### config.mk
export PLATFORM = sky130hd
export DESIGN_NAME = mem_align_unit
export DESIGN_NICKNAME = d
export VERILOG_FILES = /design/src/rtl/mem_align_pkg.sv /design/src/rtl/load_extend.sv /design/src/rtl/mem_align_unit.sv
export SDC_FILE = /design/constraint.sdc
export NUM_CORES = 1
export LEC_CHECK = 0
export BUFFER_PORTS_ARGS = -buffer_cell sky130_fd_sc_hd__buf_2
export CAP_MARGIN = 10
export CELL_PAD_IN_SITES_DETAIL_PLACEMENT = 1
export CELL_PAD_IN_SITES_GLOBAL_PLACEMENT = 2
export CORE_MARGIN = 5
export CORE_UTILIZATION = 26
export DETAILED_ROUTE_END_ITERATION = 16
export PLACE_DENSITY = 0.89
export SLEW_MARGIN = 40
export SYNTH_ARGS = -nofsm -noshare
export SYNTH_HDL_FRONTEND = slang
export SYNTH_HIERARCHICAL = 1
export SYNTH_SLANG_ARGS = --single-unit
### constraint.sdc
create_clock -name clk -period 1.85 [get_ports clk]
set_clock_uncertainty 0.1 [all_clocks]
set_input_delay 0.2775 -clock clk [delete_from_list [all_inputs] [get_ports clk]]
set_output_delay 0.2775 -clock clk [all_outputs]
set_load 0.005 [all_outputs]
### src/rtl/mem_align_pkg.sv
// Shared encodings for the MEM-stage alignment unit: access sizes, FSM states
// and the size/address legality rule used by the request path.
package mem_align_pkg;

    localparam logic [1:0] SZ_BYTE = 2'b00;
    localparam logic [1:0] SZ_HALF = 2'b01;
    localparam logic [1:0] SZ_WORD = 2'b10;

    typedef enum logic {
        ST_IDLE = 1'b0,
        ST_BUSY = 1'b1
    } state_e;

    // Size 11 is never legal; halves need an even address, words a 4-byte one.
    function automatic logic is_legal(input logic [1:0] size, input logic [1:0] lane);
        logic ok;
        case (size)
            SZ_BYTE: ok = 1'b1;
            SZ_HALF: ok = ~lane[0];
            SZ_WORD: ok = (lane == 2'b00);
            default: ok = 1'b0;
        endcase
        return ok;
    endfunction

endpackage

### src/rtl/load_extend.sv
// Load-path lane extraction: picks the addressed byte/half out of the read word
// and sign- or zero-fills it back to 32 bits. Word loads pass straight through.
module load_extend
    import mem_align_pkg::*;
(
    input  logic [31:0] i_word,
    input  logic [1:0]  i_addr,
    input  logic [1:0]  i_size,
    input  logic        i_sign,
    output logic [31:0] o_data
);

    logic [7:0]  w_byte;
    logic [15:0] w_half;

    always_comb begin
        case (i_addr)
            2'd0:    w_byte = i_word[7:0];
            2'd1:    w_byte = i_word[15:8];
            2'd2:    w_byte = i_word[23:16];
            default: w_byte = i_word[31:24];
        endcase
        w_half = i_addr[1] ? i_word[31:16] : i_word[15:0];
    end

    always_comb begin
        case (i_size)
            SZ_BYTE: o_data = {{24{i_sign & w_byte[7]}}, w_byte};
            SZ_HALF: o_data = {{16{i_sign & w_half[15]}}, w_half};
            default: o_data = i_word;
        endcase
    end

endmodule

### src/rtl/mem_align_unit.sv
// MEM-stage data-memory front end: store lane placement with byte enables, load
// extraction/extension, and a two-state FSM stalling the pipeline on wait-states.
module mem_align_unit
    import mem_align_pkg::*;
#(
    parameter int ADDR_W = 32
) (
    input  logic              clk,
    input  logic              rst,
    input  logic              req_valid,
    input  logic              req_we,
    input  logic [1:0]        req_size,
    input  logic              req_sign,
    input  logic [ADDR_W-1:0] req_addr,
    input  logic [31:0]       req_wdata,
    output logic              stall,
    output logic [31:0]       rdata_out,
    output logic              rdata_valid,
    output logic              misalign,
    output logic              mem_req,
    output logic              mem_we,
    output logic [ADDR_W-1:0] mem_addr,
    output logic [3:0]        mem_be,
    output logic [31:0]       mem_wdata,
    input  logic              mem_ack,
    input  logic [31:0]       mem_rdata,
    output logic              o_dbg_state
);

    state_e            r_state;
    logic              r_mem_req;
    logic              r_mem_we;
    logic [ADDR_W-1:0] r_mem_addr;
    logic [3:0]        r_mem_be;
    logic [31:0]       r_mem_wdata;
    logic [31:0]       r_rdata;
    logic              r_rdata_valid;
    logic              r_misalign;
    logic [1:0]        r_ld_lane;
    logic [1:0]        r_ld_size;
    logic              r_ld_sign;

    logic              w_legal;
    logic              w_accept;
    logic [3:0]        w_be;
    logic [31:0]       w_wdata;
    logic [31:0]       w_ext;

    assign w_legal  = is_legal(req_size, req_addr[1:0]);
    assign w_accept = (r_state == ST_IDLE) && req_valid && w_legal;
    assign stall    = w_accept || ((r_state == ST_BUSY) && !mem_ack);

    always_comb begin
        case (req_size)
            SZ_BYTE: begin
                w_wdata = {4{req_wdata[7:0]}};
                w_be    = 4'b0001 << req_addr[1:0];
            end
            SZ_HALF: begin
                w_wdata = {2{req_wdata[15:0]}};
                w_be    = req_addr[1] ? 4'b1100 : 4'b0011;
            end
            default: begin
                w_wdata = req_wdata;
                w_be    = 4'b1111;
            end
        endcase
    end

    // Lane/size/sign are captured at accept so the EX stage may move on at the ack edge.
    load_extend u_load_extend (
        .i_word (mem_rdata),
        .i_addr (r_ld_lane),
        .i_size (r_ld_size),
        .i_sign (r_ld_sign),
        .o_data (w_ext)
    );

    always_ff @(posedge clk) begin
        if (rst) begin
            r_state       <= ST_IDLE;
            r_mem_req     <= 1'b0;
            r_mem_we      <= 1'b0;
            r_mem_addr    <= '0;
            r_mem_be      <= 4'b0000;
            r_mem_wdata   <= 32'h0;
            r_rdata       <= 32'h0;
            r_rdata_valid <= 1'b0;
            r_misalign    <= 1'b0;
            r_ld_lane     <= 2'b00;
            r_ld_size     <= SZ_BYTE;
            r_ld_sign     <= 1'b0;
        end else begin
            r_rdata_valid <= 1'b0;
            r_misalign    <= 1'b0;
            case (r_state)
                ST_IDLE: begin
                    if (req_valid && w_legal) begin
                        r_state     <= ST_BUSY;
                        r_mem_req   <= 1'b1;
                        r_mem_we    <= req_we;
                        r_mem_addr  <= {req_addr[ADDR_W-1:2], 2'b00};
                        r_mem_be    <= w_be;
                        r_mem_wdata <= w_wdata;
                        r_ld_lane   <= req_addr[1:0];
                        r_ld_size   <= req_size;
                        r_ld_sign   <= req_sign;
                    end else if (req_valid) begin
                        r_misalign  <= 1'b1;
                    end
                end
                ST_BUSY: begin
                    if (mem_ack) begin
                        r_state   <= ST_IDLE;
                        r_mem_req <= 1'b0;
                        if (!r_mem_we) begin
                            r_rdata       <= w_ext;
                            r_rdata_valid <= 1'b1;
                        end
                    end
                end
                default: r_state <= ST_IDLE;
            endcase
        end
    end

    assign mem_req     = r_mem_req;
    assign mem_we      = r_mem_we;
    assign mem_addr    = r_mem_addr;
    assign mem_be      = r_mem_be;
    assign mem_wdata   = r_mem_wdata;
    assign rdata_out   = r_rdata;
    assign rdata_valid = r_rdata_valid;
    assign misalign    = r_misalign;
    assign o_dbg_state = r_state;

endmodule

Yosys cells after proc, flatten, opt, wreduce, memory -nomap -nowiden
Cells that the tools add are included.
{"block": "classes", "eq_ne": 7, "n_shift": 1, "n_mux": 15, "n_bitwise": 6, "n_reduce_logical": 15}
{"operator": "$pmux 32 s2", "count": 2}
{"operator": "$pmux 8 s3", "count": 1}
{"operator": "$mux 16", "count": 1}
{"operator": "$logic_not 2->1", "count": 4}
{"operator": "$pmux 4 s2", "count": 1}
{"operator": "$eq 2x1->1 const B", "count": 3}
{"operator": "$mux 1", "count": 6}
{"operator": "$reduce_or 3->1", "count": 2}
{"operator": "$eq 2x2->1 const B", "count": 2}
{"operator": "$logic_and 1x1->1", "count": 4}
{"operator": "$mux 4", "count": 1}
{"operator": "$not 1->1", "count": 4}
{"operator": "$pmux 1 s2", "count": 2}
{"operator": "$reduce_and 2->1", "count": 2}
{"operator": "$shl 1x2->4 const A", "count": 1}
{"operator": "$pmux 1 s3", "count": 1}
{"operator": "$reduce_and 3->1", "count": 1}
{"operator": "$and 1x1->1", "count": 2}
{"operator": "$ne 2x1->1 const B", "count": 1}
{"operator": "$ne 2x2->1 const B", "count": 1}
{"operator": "$logic_not 1->1", "count": 1}
{"operator": "$logic_or 1x1->1", "count": 1}
{"block": "totals", "register_bits": 108, "output_inout_bits": 106, "wordCells": 56}

Logic depth before layout (Yosys ltp)
{"block": "depth", "word_depth": 5, "ltp_mapped": 9, "mapped_depth_nobuf": 5}

Cells and area by module
The synthesis kept the hierarchy.
{"module": "mem_align_unit", "instances": 1, "cells_per_inst": 506, "area_each_um2": 4187.8, "seq_area_each_um2": 2162.1}
{"module": "load_extend", "instances": 1, "cells_per_inst": 115, "area_each_um2": 875.8, "seq_area_each_um2": 0.0}

Worst setup path after synthesis
No wires, ideal clock.
{"block": "synth_timing", "path_type": "register -> register", "start": "register r_ld_size[1]", "end": "register r_rdata[28], in the netlist rdata_out[28]", "setup_time_ps": 70, "t_arrival_ps": 1513, "required_ps": 1680, "setup_slack_ps": 167, "stages_incl_launch_ff": 10, "path_buffers": 4, "synth_period_minus_slack_ps": 1683, "path_cell_list": "dfxtp_1 -> buf_6 -> nand2b_4 -> buf_6 -> or3_1 -> buf_2 -> buf_6 -> o211ai_2 -> nand2_1 -> a21oi_1"}
{"block": "synth_between", "elab_chain_len": 2}
{"element": "from (decl)", "line_no": "mem_align_unit.sv:40", "text": "logic [1:0] r_ld_size;"}
{"element": "from (signal assigned)", "line_no": "mem_align_unit.sv:106", "text": "r_ld_size <= req_size;"}
{"element": "$eq 2x1->1 or $logic_not 2->1 (tied branches)", "line_no": "load_extend.sv:27", "text": "case (i_size)"}
{"element": "$pmux 32 s2 (*)", "line_no": "load_extend.sv:27"}
{"element": "named net w_ext[28]", "line_no": "mem_align_unit.sv:47", "text": "logic [31:0] w_ext;"}
{"element": "to (signal assigned)", "line_no": "mem_align_unit.sv:117", "text": "r_rdata <= w_ext;"}
{"element": "to (decl)", "line_no": "mem_align_unit.sv:36", "text": "logic [31:0] r_rdata;"}
The timed path passes the listed nets; every way through them passes the cells marked *.
A chain may end at the register's enable or synchronous reset.

Final worst setup path
{"block": "layout_timing", "start": "register r_ld_lane[0]", "end": "register r_rdata[14], in the netlist rdata_out[14]"}
{"block": "layout_between", "elab_chain_len": 4}
{"element": "from (decl)", "line_no": "mem_align_unit.sv:39", "text": "logic [1:0] r_ld_lane;"}
{"element": "from (signal assigned)", "line_no": "mem_align_unit.sv:105", "text": "r_ld_lane <= req_addr[1:0];"}
{"element": "$eq 2x2->1 (tied with other cells)", "line_no": "load_extend.sv:17", "text": "case (i_addr)"}
{"element": "$pmux 8 s3 (*)", "line_no": "load_extend.sv:17"}
{"element": "$and 1x1->1 (*)", "line_no": "load_extend.sv:28", "text": "SZ_BYTE: o_data = {{24{i_sign & w_byte[7]}}, w_byte};"}
{"element": "$pmux 32 s2 (*)", "line_no": "load_extend.sv:27"}
{"element": "named net w_ext[14]", "line_no": "mem_align_unit.sv:47"}
Marked as above.

==> results_tabular.tex <==
\begin{tabular}{lr}
\hline
Metric & Value \\
\hline
\multicolumn{2}{l}{\textbf{Floorplanning}} \\
Core outline area & between 15000 and 20000 sq um \\
DIE AREA & around 22000 sq um \\
Row cnt & a little over 50 \\
Die width & roughly 150 microns \\
I/O pin total & 210 \\
Starting density of the core & 0.262 \\
Die span in y & around 150 microns \\
\multicolumn{2}{l}{\textbf{Clocking}} \\
Deepest clock path buffer count & 2 \\
CTS sink count & between 100 and 150 \\
H-tree depth & 3 \\
Clock slew at the register clock pins of the worst setup and hold paths & about 0.08 ns \\
Source-to-sink clock delay at the later pin of the worst-skew pair & 0.35 ns \\
Master cell of the clock root buffer & sky130\_fd\_sc\_hd\_\_clkbuf\_16 \\
Post-CTS Repair Setup Buffers & 0 \\
Total CTS buffers & 9 \\
Clock tree from TritonCTS & yes \\
\multicolumn{2}{l}{\textbf{STA}} \\
Setup-failing EPs final & 0 \\
Number of endpoints with negative hold slack in the final report & 0 \\
Final worst path period share & 0.928 \\
Setup TNS & 0 ns \\
Min cycle time layout & around 1.7 ns \\
Maximum achievable frequency & between 500 and 600 MHz \\
Unrepaired setup endpoints after global routing & no \\
Number of slew-limit violations in the final report & 0 \\
\multicolumn{2}{l}{\textbf{Yosys}} \\
Async set or reset register ratio after synthesis & 0 \\
Cell Area, Synth & between 5000 and 6000 sq um \\
Gate Count Post-Synth & about 620 \\
Synthesized area per cell & 8.15 sq um \\
Post-synthesis register bit count & 108 \\
Cell taking the most area after synthesis & sky130\_fd\_sc\_hd\_\_dfxtp\_1 \\
Fraction of post-synthesis cell area in the top cell type by area & 0.427 \\
Sequential area share after synthesis & 0.427 \\
Number of warning messages in the yosys log & 6 \\
Most area-consuming cells after synthesis & sky130\_fd\_sc\_hd\_\_dfxtp\_1 43\%, sky130\_fd\_sc\_hd\_\_nand2\_1 15\%, sky130\_fd\_sc\_hd\_\_a21oi\_1 8.5\% \\
Most used flip-flop cell after synthesis & sky130\_fd\_sc\_hd\_\_dfxtp\_1 \\
Number of synthesized flops with an enable pin & 0 \\
Number of library cell types mapped by synthesis & 36 \\
\multicolumn{2}{l}{\textbf{Min path}} \\
End of the worst hold path & mem\_addr[2]\$\_SDFFE\_PP0P\_ \\
HP Start & req\_addr[2] \\
Type of the worst min-delay path & input port to register \\
Worst hold path depth & 3 \\
\multicolumn{2}{l}{\textbf{Detailed routing}} \\
Iteration count of the initial detailed-routing pass & 4 \\
Post-detailed-route via-to-cell ratio & approximately 4.7 \\
Detailed-route via count & roughly 5100 \\
Per-cell routed wire length & around 17 microns \\
DRC violation total after the first TritonRoute iteration & 150 \\
Final ANT Viol Nets & 0 \\
Final WL & around 18000 microns \\
Remaining routing DRC violations & 0 \\
\multicolumn{2}{l}{\textbf{Placement}} \\
IO Port Bufs & 207 \\
Gpl congestion & 0.816 \\
Detailed-placement wirelength estimate & approximately 14000 microns \\
\multicolumn{2}{l}{\textbf{Power}} \\
Total power draw & 5.27 mW \\
Ratio of total power to cell area & approximately 780 nW/um\^{}2 \\
Leakage component of the power & roughly 2.9 nW \\
Worst VDD drop & 0.432 mV \\
\multicolumn{2}{l}{\textbf{Worst setup path}} \\
Worst reg2reg endpoint & rdata\_out[14]\$\_SDFFE\_PP0P\_ \\
Element type at the critical path end & register \\
Internal reg-to-reg setup slack & 0.13 ns \\
Launching point of the worst reg2reg path & r\_ld\_lane[0]\$\_SDFFE\_PP0P\_ \\
Data required, critical path & roughly 2.0 ns \\
Cell-by-cell listing of the critical path & mux2\_2 -> a32oi\_4 -> buf\_12 -> o221ai\_1 -> nand2\_1 -> a21oi\_1 \\
Maximum fanout count along the critical path & 25 \\
Family of cells with the greatest summed delay on the critical path & compound AO/OA/AOI/OAI gates \\
Kind of critical path & register to register \\
Data arrival at the endpoint of the critical path & 1.86 ns \\
Max stage delay cell, worst path & sky130\_fd\_sc\_hd\_\_dfxtp\_1 \\
Buf/Inv on CP & 1 \\
Startpoint Class & register \\
Stage delay of the slowest cell on the critical path & approximately 0.39 ns \\
Cells on worst reg2reg path & 6 \\
\multicolumn{2}{l}{\textbf{Global routing}} \\
Initial antenna violation count & 5 \\
First-pass GRT wire length & roughly 28000 microns \\
Number of global-route vias before repair & 5151 \\
Maximum number of pins on one net before global-route repair & 34 \\
Total gr overflow & 0 \\
Global-route usage over all layers & 0.160 \\
\multicolumn{2}{l}{\textbf{Final layout}} \\
Layout Area Growth over Synthesis & 33.3\% \\
Highest-count cells in the layout ignoring fill and taps & 206 x sky130\_fd\_sc\_hd\_\_buf\_2, 203 x sky130\_fd\_sc\_hd\_\_nand2\_1, 107 x sky130\_fd\_sc\_hd\_\_dfxtp\_1 \\
Commonest non-fill, non-tap cell in the layout & sky130\_fd\_sc\_hd\_\_buf\_2 \\
Fill cell count & around 2400 \\
Final core area utilization & 0.349 \\
Proportion of layout cells with a drive suffix above 1 & 0.357 \\
Nets & around 900 \\
\multicolumn{2}{l}{\textbf{Flow run}} \\
Maximum capacitance violations & 0 \\
\multicolumn{2}{l}{\textbf{Run status}} \\
Status & completed \\
\hline
\end{tabular}
## kinds of logic (layout without fill, tap and decap cells)
logic type      after synthesis  after routing  share of synthesized area
mux                          33             33                     0.0657
buf+inv                      64            261                     0.0694
compound gates              172            172                      0.245
flops                       108            108                      0.427
other cells                   1              6                   0.000741
simple gates                243            243                      0.192
## cell usage after synthesis (2+ instances only)
cell type,n
sky130_fd_sc_hd__a211oi_1,5
sky130_fd_sc_hd__a211oi_2,3
sky130_fd_sc_hd__a21oi_1,86
sky130_fd_sc_hd__a22oi_1,9
sky130_fd_sc_hd__a311oi_2,11
sky130_fd_sc_hd__buf_2,17
sky130_fd_sc_hd__buf_4,8
sky130_fd_sc_hd__buf_6,8
sky130_fd_sc_hd__clkbuf_1,26
sky130_fd_sc_hd__clkinv_1,2
sky130_fd_sc_hd__dfxtp_1,108
sky130_fd_sc_hd__inv_1,3
sky130_fd_sc_hd__mux2_2,2
sky130_fd_sc_hd__mux2i_1,31
sky130_fd_sc_hd__nand2_1,203
sky130_fd_sc_hd__nor2_1,23
sky130_fd_sc_hd__nor2b_1,10
sky130_fd_sc_hd__o211ai_1,15
sky130_fd_sc_hd__o211ai_2,10
sky130_fd_sc_hd__o21ai_0,11
sky130_fd_sc_hd__o21bai_1,2
sky130_fd_sc_hd__o221ai_1,8
sky130_fd_sc_hd__o22a_1,7
## worst min-delay path, stage by stage
cell                      delay [ns]
sky130_fd_sc_hd__buf_2          0.09
sky130_fd_sc_hd__nand2_1        0.04
sky130_fd_sc_hd__a21oi_1        0.05
## worst max-delay path by stage
stage                              start                         end  slack, ns  depth (start not counted)
6_report       r_ld_lane[0]$_SDFFE_PP0P_  rdata_out[14]$_SDFFE_PP0P_       0.13                          6
5_1_grt        r_ld_lane[0]$_SDFFE_PP0P_  rdata_out[11]$_SDFFE_PP0P_       0.02                          6
4_1_cts           o_dbg_state$_SDFF_PP0_                       stall       0.06                          4
3_5_place_dp   r_ld_lane[0]$_SDFFE_PP0P_  rdata_out[12]$_SDFFE_PP0P_       0.14                          6
3_3_place_gp   r_ld_lane[0]$_SDFFE_PP0P_   rdata_out[9]$_SDFFE_PP0P_       0.17                          6
2_1_floorplan  r_ld_size[1]$_SDFFE_PP0P_  rdata_out[28]$_SDFFE_PP0P_       0.17                          9
## layout make-up
| cell class | count | area, sq um | area share |
|---|---|---|---|
| Inverter | 5 | 18.8 | 0.00278 |
| Antenna cell | 4 | 10.0 | 0.00148 |
| Timing Repair Buffer | 240 | 1370 | 0.204 |
| Clock buffer | 10 | 229 | 0.0339 |
| Multi-Input combinational cell | 450 | 2580 | 0.383 |
| Clock inverter | 6 | 40.0 | 0.00593 |
| Sequential cell | 108 | 2160 | 0.321 |
| Tap cell | 265 | 332 | 0.0491 |
## repair_timing
item	4_1_cts	5_1_grt
hold buffers	0	0
endpoints found under the setup margin	1	1
resized for setup	1	1
## metal layers
layer  vias to the layer above  global-route usage  wire [microns]
li1                       2507                   -               -
met1                      2409               0.194            7450
met2                       163               0.260            8530
met3                        32              0.0530            1520
met4                         6              0.0636             478
met5                         -                   0              47
## state kept, by name (all words and copies together), names as in the netlist, 2 cells and up
signal / flops
mem_wdata: 32
r_ld_size: 2
r_ld_lane: 2
mem_be: 4
rdata_out: 32
mem_addr: 30
## power breakdown
part	switching (mW)	internal [mW]	total, mW	leakage [nW]
clock	0.927	0.917	1.84	0.133
sequential	0.0542	2.43	2.48	0.880
combinational	0.526	0.411	0.937	1.87
## stage by stage
step | setup slack [ns] | std cells | hold WS (ns) | area, sq um
5_1_grt | 0.0205 | 1086 | 0.0390 | 6740
3_5_place_dp | 0.141 | 1068 | 0.345 | 6460
6_report | 0.133 | 1088 | 0.0540 | 6750
4_1_cts | 0.0622 | 1084 | 0.0307 | 6740
3_3_place_gp | 0.173 | 1068 | 0.339 | 6460
2_1_floorplan | 0.167 | 622 | 0.313 | 5070
(Power assumes the default switching activity.)
